### src/rtl/rv32i_fetch_if.sv
// rv32i_fetch_if -- groups the fetch unit's instruction-memory, redirect and
// decoder-side signals.
//   master : the fetch unit (drives memory requests and the decoder outputs)
//   slave  : the environment (instruction memory, branch unit, decoder)
interface rv32i_fetch_if;
  logic        imem_req_valid;
  logic [31:0] imem_req_addr;
  logic        imem_req_ready;
  logic        imem_resp_valid;
  logic [31:0] imem_resp_data;
  logic        redirect_valid;
  logic [31:0] redirect_pc;
  logic        instr_valid;
  logic [31:0] instr;
  logic [31:0] pc_out;
  logic        instr_ready;

  modport master (
    output imem_req_valid, imem_req_addr, instr_valid, instr, pc_out,
    input  imem_req_ready, imem_resp_valid, imem_resp_data,
           redirect_valid, redirect_pc, instr_ready
  );

  modport slave (
    input  imem_req_valid, imem_req_addr, instr_valid, instr, pc_out,
    output imem_req_ready, imem_resp_valid, imem_resp_data,
           redirect_valid, redirect_pc, instr_ready
  );
endinterface

### src/rtl/rv32i_fetch.sv
// rv32i_fetch -- single-outstanding RV32I instruction fetch unit.
// Issues one word-aligned read at a time, holds the returned word for the
// decoder until consumed, and handles branch/jump redirects at any point
// (discarding in-flight responses that belong to the old instruction stream).
// Ports:
//   clk  : clock, all state on rising edge
//   rst  : synchronous active-high reset
//   bus  : rv32i_fetch_if.master (imem request/response, redirect, decoder side)
module rv32i_fetch #(
  parameter logic [31:0] RESET_PC  = 32'h0000_0000,
  parameter logic [31:0] NOP_INSTR = 32'h0000_0013
) (
  input  logic         clk,
  input  logic         rst,
  rv32i_fetch_if.master bus
);

  typedef enum logic [2:0] {IDLE, REQ, WAIT, HOLD, DRAIN} state_t;

  state_t      state;
  logic [31:0] pc;
  logic [31:0] fetch_pc;
  logic        instr_valid_q;
  logic [31:0] instr_q;
  logic [31:0] pc_out_q;

  logic        handshake;
  logic [31:0] redirect_target;

  assign handshake       = (state == REQ) && bus.imem_req_ready;
  assign redirect_target = {bus.redirect_pc[31:2], 2'b00};

  assign bus.imem_req_valid = (state == REQ);
  assign bus.imem_req_addr  = pc;
  assign bus.instr_valid    = instr_valid_q;
  assign bus.instr          = instr_q;
  assign bus.pc_out         = pc_out_q;

  always_ff @(posedge clk) begin
    if (rst) begin
      state         <= IDLE;
      pc            <= {RESET_PC[31:2], 2'b00};
      fetch_pc      <= '0;
      instr_valid_q <= 1'b0;
      instr_q       <= NOP_INSTR;
      pc_out_q      <= '0;
    end else if (bus.redirect_valid) begin
      // Redirect wins over everything. If a request is still in flight
      // (accepted this cycle, or waiting without a response yet) its
      // response belongs to the old stream and must be drained first.
      pc            <= redirect_target;
      instr_valid_q <= 1'b0;
      instr_q       <= NOP_INSTR;
      unique case (state)
        IDLE, HOLD: state <= REQ;
        REQ:        state <= handshake ? DRAIN : REQ;
        WAIT:       state <= bus.imem_resp_valid ? REQ : DRAIN;
        DRAIN:      state <= bus.imem_resp_valid ? REQ : DRAIN;
        default:    state <= IDLE;
      endcase
    end else begin
      unique case (state)
        IDLE: state <= REQ;
        REQ: begin
          if (bus.imem_req_ready) begin
            fetch_pc <= pc;
            pc       <= pc + 32'd4;
            state    <= WAIT;
          end
        end
        WAIT: begin
          if (bus.imem_resp_valid) begin
            instr_q       <= bus.imem_resp_data;
            pc_out_q      <= fetch_pc;
            instr_valid_q <= 1'b1;
            state         <= HOLD;
          end
        end
        HOLD: begin
          if (bus.instr_ready) begin
            instr_valid_q <= 1'b0;
            state         <= REQ;
          end
        end
        DRAIN: begin
          if (bus.imem_resp_valid) state <= REQ;
        end
        default: state <= IDLE;
      endcase
    end
  end

endmodule

### src/flat_wrapper.sv
// flat-port wrapper written by rule: the top's interface ports become plain ports
module rv32i_fetch_flat 
#(
  parameter logic [31:0] RESET_PC  = 32'h0000_0000,
  parameter logic [31:0] NOP_INSTR = 32'h0000_0013
)
  (clk, rst, bus_imem_req_valid, bus_imem_req_addr, bus_instr_valid, bus_instr, bus_pc_out, bus_imem_req_ready, bus_imem_resp_valid, bus_imem_resp_data, bus_redirect_valid, bus_redirect_pc, bus_instr_ready);
  rv32i_fetch_if bus_i ();
  input  logic clk;
  input  logic rst;
  output wire logic [$bits(bus_i.imem_req_valid)-1:0] bus_imem_req_valid;
  output wire logic [$bits(bus_i.imem_req_addr)-1:0] bus_imem_req_addr;
  output wire logic [$bits(bus_i.instr_valid)-1:0] bus_instr_valid;
  output wire logic [$bits(bus_i.instr)-1:0] bus_instr;
  output wire logic [$bits(bus_i.pc_out)-1:0] bus_pc_out;
  input wire logic [$bits(bus_i.imem_req_ready)-1:0] bus_imem_req_ready;
  input wire logic [$bits(bus_i.imem_resp_valid)-1:0] bus_imem_resp_valid;
  input wire logic [$bits(bus_i.imem_resp_data)-1:0] bus_imem_resp_data;
  input wire logic [$bits(bus_i.redirect_valid)-1:0] bus_redirect_valid;
  input wire logic [$bits(bus_i.redirect_pc)-1:0] bus_redirect_pc;
  input wire logic [$bits(bus_i.instr_ready)-1:0] bus_instr_ready;
  assign bus_imem_req_valid = bus_i.imem_req_valid;
  assign bus_imem_req_addr = bus_i.imem_req_addr;
  assign bus_instr_valid = bus_i.instr_valid;
  assign bus_instr = bus_i.instr;
  assign bus_pc_out = bus_i.pc_out;
  assign bus_i.imem_req_ready = bus_imem_req_ready;
  assign bus_i.imem_resp_valid = bus_imem_resp_valid;
  assign bus_i.imem_resp_data = bus_imem_resp_data;
  assign bus_i.redirect_valid = bus_redirect_valid;
  assign bus_i.redirect_pc = bus_redirect_pc;
  assign bus_i.instr_ready = bus_instr_ready;
  rv32i_fetch #(.RESET_PC(RESET_PC), .NOP_INSTR(NOP_INSTR)) u_core (.clk(clk), .rst(rst), .bus(bus_i));
endmodule
### config.mk
export PLATFORM = sky130hd
export DESIGN_NAME = rv32i_fetch_flat
export DESIGN_NICKNAME = d
export VERILOG_FILES = /design/src/rtl/rv32i_fetch_if.sv /design/src/rtl/rv32i_fetch.sv /design/src/flat_wrapper.sv
export SDC_FILE = /design/constraint.sdc
export NUM_CORES = 1
export LEC_CHECK = 0
export CAP_MARGIN = 20
export CORE_MARGIN = 10
export CORE_UTILIZATION = 50
export DETAILED_ROUTE_END_ITERATION = 12
export PLACE_DENSITY = 0.85
export SYNTH_ARGS = -nofsm -noshare
export SYNTH_HDL_FRONTEND = slang
export SYNTH_SLANG_ARGS = --single-unit
### constraint.sdc
create_clock -name clk -period 4.6 [get_ports clk]
set_input_delay 1.38 -clock clk [delete_from_list [all_inputs] [get_ports clk]]
set_output_delay 1.38 -clock clk [all_outputs]
set_load 0.1 [all_outputs]
* Word-level counts from Yosys, hierarchy flattened
Index checks and enable logic that the tools add are counted.
** Operators by class
- $add $sub $neg :: 1
- Eq/ne operators :: 10
- Multiplexer cells :: 15
- Bitwise logic cells :: 1
- Reduce and logical (&&, ||, !) cells :: 15
** Operators with widths (number)
- 2-to-1 mux 32 bit :: 3
- adder 32 x 3 -> 32 bit (second input constant) :: 1
- 2-to-1 mux 3 bit :: 7
- case mux 3 bit (5 select lines) :: 1
- != test 3 bit (second input constant) :: 3
- case mux 3 bit (3 select lines) :: 1
- AND reduction 3 bit :: 3
- == test 3 x 2 -> 1 bit (second input constant) :: 2
- AND reduction 2 bit :: 3
- nonzero test 2 bit :: 3
- OR reduction 2 bit :: 3
- != test 2 bit (second input constant) :: 2
- AND reduction 4 bit :: 1
- == test 3 x 1 -> 1 bit (second input constant) :: 1
- == test 3 bit (second input constant) :: 1
- logical NOT 3 bit :: 1
- != test 3 x 1 -> 1 bit (second input constant) :: 1
- 2-to-1 mux 1 bit :: 2
- case mux 1 bit (2 select lines) :: 1
- logical AND 1 bit :: 1
- inverter 1 bit :: 1
** Storage, ports and cells
- Register bits :: 132
- Input port bits :: 70

* Logic depth before layout (Yosys ltp)
- Word-level depth :: 5
- Mapped depth :: 7
- Mapped depth without buffers :: 5

* Worst setup path before layout
Ideal clock, no wire load.
- Kind :: reg2out
- Start :: register u_core.state[0]
- End :: output port bus_imem_req_valid
- Arrival :: 2.793 ns
- Setup slack :: 0.427 ns
- Stages on the path, launching flop included :: 3
- Buffers on the path :: 1
- Path through :: dfxtp_1 -> clkbuf_1 -> nor3b_1
** On the way
- Longest elaborated chain between the ends :: 1
** RTL lines
- start, declared :: line rv32i_fetch.sv:20 : state_t state;
- start signal, assigned :: line rv32i_fetch.sv:56 : REQ: state <= handshake ? DRAIN : REQ;
- start signal, assigned :: line rv32i_fetch.sv:57 : WAIT: state <= bus.imem_resp_valid ? REQ : DRAIN;
- start signal, assigned :: line rv32i_fetch.sv:58 : DRAIN: state <= bus.imem_resp_valid ? REQ : DRAIN;
- == test 3 x 1 -> 1 bit :: line rv32i_fetch.sv:33 : assign bus.imem_req_valid = (state == REQ);
- end, declared :: line flat_wrapper.sv:11 : output wire logic [$bits(bus_i.imem_req_valid)-1:0] bus_imem_req_valid;
No other way between the ends.

* Worst setup path in the final report
- Start :: register u_core.pc[11], in the netlist u_core.bus.imem_req_addr[11]
- End :: output port bus_imem_req_addr[11]
** RTL lines
- start, declared :: line rv32i_fetch.sv:21 : logic [31:0] pc;
- start signal, assigned :: line rv32i_fetch.sv:42 : pc <= {RESET_PC[31:2], 2'b00};
- start signal, assigned :: line rv32i_fetch.sv:51 : pc <= redirect_target;
- start signal, assigned :: line rv32i_fetch.sv:67 : pc <= pc + 32'd4;
- end, declared :: line flat_wrapper.sv:12 : output wire logic [$bits(bus_i.imem_req_addr)-1:0] bus_imem_req_addr;
No word-level cell between the ends.

==> impl_metrics.toml <==
[sta]
worst_slack_ns = 0.964
hold_violations = 0
rsz0062_at_grt = "no"
slew_viol_final = 0
slew_headroom_pct = 28.2
setup_viol = 0
period_needed_ns = 3.64
period_share_pct = 79.0
worst_pin_slew_ns = 1.08
totalNegativeSetupSlack_ns = 0
finClkSkew_ns = 0.00712
fmax_mhz = 275

[floorplanning]
num_rows = 37
io_pins = 168
die_area_um2 = 15100
die_x_um = 123
core_area_um2 = 10300
die_h_um = 123
start_util_pct = 51.3

[setup_path]
r2r_start = "u_core.bus.imem_req_addr[2]$_SDFFE_PP0P_"
r2r_slack_ns = 2.03
r2r_end = "u_core.bus.imem_req_addr[24]$_SDFFE_PP0P_"
endpoint_kind = "output port"
critPathMaxFanout = 8
cp_slowest_stage_delay_ns = 1.21
worstRegToRegCells = 5
slowest_stage = "clkdlybuf4s50_1"
path_class = "register to output port"
critical-path-top-delay-family = "buffers and inverters"
crit_chain = "clkdlybuf4s50_1"
worst-endpoint-arrival_ns = 2.26
path_buf_inv = 1
path_depth = 1
cp-start-kind = "register"
crit_required_ns = 3.22

[clock_network]
clk_latency_ns = 0.51
tritoncts = "yes"
clkSlewWorstSetupHoldPaths_ns = 0.06
hold_buffers = 0
cts_num_sinks = 126
htree_levels = 4
cts_root_buf = "clkbuf_8"
postCtsSetupRepairBufs = 0
cts_made_buffers = 17
cts_resized = 0
cts_buffer_depth = 2

[power]
p_int_mw = 1.95
p_switching_uw = 808
power_density_nw_per_um2 = 371
combPwrFrac_pct = 13.9
leakagePower_nw = 2.45
swShare_pct = 29.3
seqPwrFrac_pct = 42.1
ir_drop_uv = 304
pwr-share-clk_pct = 43.9

[yosys]
syn_avg_cell_area_um2 = 7.71
synth-xor-area-share_pct = 1.33
async_reset_ff_share_pct = 0
synthSimpleGateAreaFrac_pct = 29.1
yosysUniqueCellTypes = 42
ys.warnings.count = 0
synth.mux.area_fraction_pct = 0
syn-cell-area_um2 = 5270
yosys.area.top_type = "dfxtp_1"
synth_edf_count = 0
synth_compound_area_share_pct = 16.7
synth-main-ff-cell = "dfxtp_1"
synth.ff_latch_count = 126
yosysSeqAreaShare_pct = 47.8
synthTopCellsByArea = "dfxtp_1, nand2_1, a21oi_1, clkbuf_1, or4_1"
syn-instance-count = 684
synth_top_area_share_pct = 47.8
synthAdderAreaFrac_pct = 0.237
synth_top_family_by_area = "simple AND/OR/NAND/NOR gates"

[global_route]
grt_max_degree = 107
grt_pass1_wl_um = 26200
antenna_found_initial = 0
first_global_vias = 5233
track_usage_pct = 21.3
grt_overflow = 0

[place]
place.gp.congestion = 0.839
placed_cell_area_um2 = 6900
hpwl_um = 11800
numPortBuffers = 161
dp_slack_ns = 0.876

[finish]
design_area_um2 = 7440
drive_above_1_share_pct = 5.54
layout_commonest_cell = "nand2_1"
nets = 889
final_util_pct = 72.4
final_cell_mix = "nand2_1, clkdlybuf4s50_1, dfxtp_1"
area_delta_synth_final_pct = 41.1
n_antenna_cell = 0

[hold_path]
hold_path_depth = 2
hold_path_class = "register to register"
worstHoldStart = "u_core.fetch_pc[15]$_SDFFE_PP0P_"
hold_end = "u_core.bus.pc_out[15]$_SDFFE_PP0P_"

[routing]
wl_per_cell_um = 17.1
via_per_inst = 5.59
drt_wl_total_um = 16500
drc = 0
ant_nets = 0
first_iter_violations = 499
num_vias = 5403
drt_pass1_iterations = 5

[run]
drv_cap = 0

[status]
outcome = "finished, final reports clean"
[cell type report]
type / count / area, um2
Clock buffer: 18 / 418
Clock inverter: 13 / 119
Fill cell: 815 / 2840
Inverter: 6 / 22.5
Multi-Input combinational cell: 499 / 2530
Sequential cell: 126 / 2520
Tap cell: 136 / 170
Timing Repair Buffer: 168 / 1660
[registers in the layout (all words and copies together) (netlist names)]
| name | flops |
|---|---|
| u_core.fetch_pc | 30 |
| u_core.bus.pc_out | 30 |
| u_core.bus.instr | 32 |
| u_core.bus.instr_valid | 1 |
| u_core.state | 3 |
| u_core.bus.imem_req_addr | 30 |
[synth_stat cells (2+ instances only)]
library cell and n:
nand2_1 214, dfxtp_1 126, a21oi_1 99, clkbuf_1 45
nor2_1 30, nand3_1 21, or4_1 20, a311oi_1 13
o31ai_1 12, nand4_1 9, nor3b_1 9, a211oi_1 8
o21ai_0 8, xor2_1 7, inv_1 5, nor4_1 5
and3_1 4, buf_1 4, buf_4 4, nor3_1 4
or3_1 4, a31oi_1 3, and4_1 3, buf_2 3
a221o_1 2, and2_1 2, nand4bb_1 2, nor2b_1 2
o211ai_1 2, or2_2 2
[routing by layer]
| layer | part of all wire, % | GRT usage, % |
|---|---|---|
| met1 | 37 | 23.5 |
| met2 | 48 | 34.7 |
| met3 | 13 | 10.9 |
| met4 | 1.7 | 7.14 |
| met5 | 0 | 0 |
[stage by stage]
stage,hold slack (ns),power (mW),std cells
after floorplan,0.432,1.44,687
after global placement,0.439,1.56,935
after detailed placement,0.443,1.57,935
after CTS,0.453,2.77,966
after global routing,0.469,2.85,966
final,0.452,2.76,966
[how the worst max path moves through the flow]
stage / from / endpoint / slack (ns)
after CTS: u_core.bus.imem_req_addr[11]$_SDFFE_PP0P_ / bus_imem_req_addr[11] / 0.96
after global placement: bus_imem_req_ready / u_core.bus.imem_req_addr[21]$_SDFFE_PP0P_ / 0.91
final: u_core.bus.imem_req_addr[11]$_SDFFE_PP0P_ / bus_imem_req_addr[11] / 0.96
after floorplan: u_core.state[0]$_SDFFE_PP0P_ / bus_imem_req_valid / 0.43
after global routing: u_core.bus.imem_req_addr[11]$_SDFFE_PP0P_ / bus_imem_req_addr[11] / 0.92
after detailed placement: bus_imem_req_ready / u_core.bus.imem_req_addr[21]$_SDFFE_PP0P_ / 0.88
[power by group through the flow]
stage                     clock network [mW]  registers [mW]  logic [mW]
after floorplan                            0            1.32       0.120
after global placement                     0            1.18       0.378
after detailed placement                   0            1.19       0.384
after CTS                               1.22            1.16       0.385
after global routing                    1.28            1.17       0.404
final                                   1.21            1.16       0.385
[cells by family (layout without fill, tap and decap cells)]
logic type,count (synthesis),after routing
XOR/XNOR,8,8
other,1,4
AND/OR/NAND/NOR,336,336
AO/OA/AOI/OAI,150,150
adder cells (fa/ha/maj),1,1
buffers and inverters,62,205
flip-flops,126,126
Note: power is estimated with default switching activity, not from simulation.
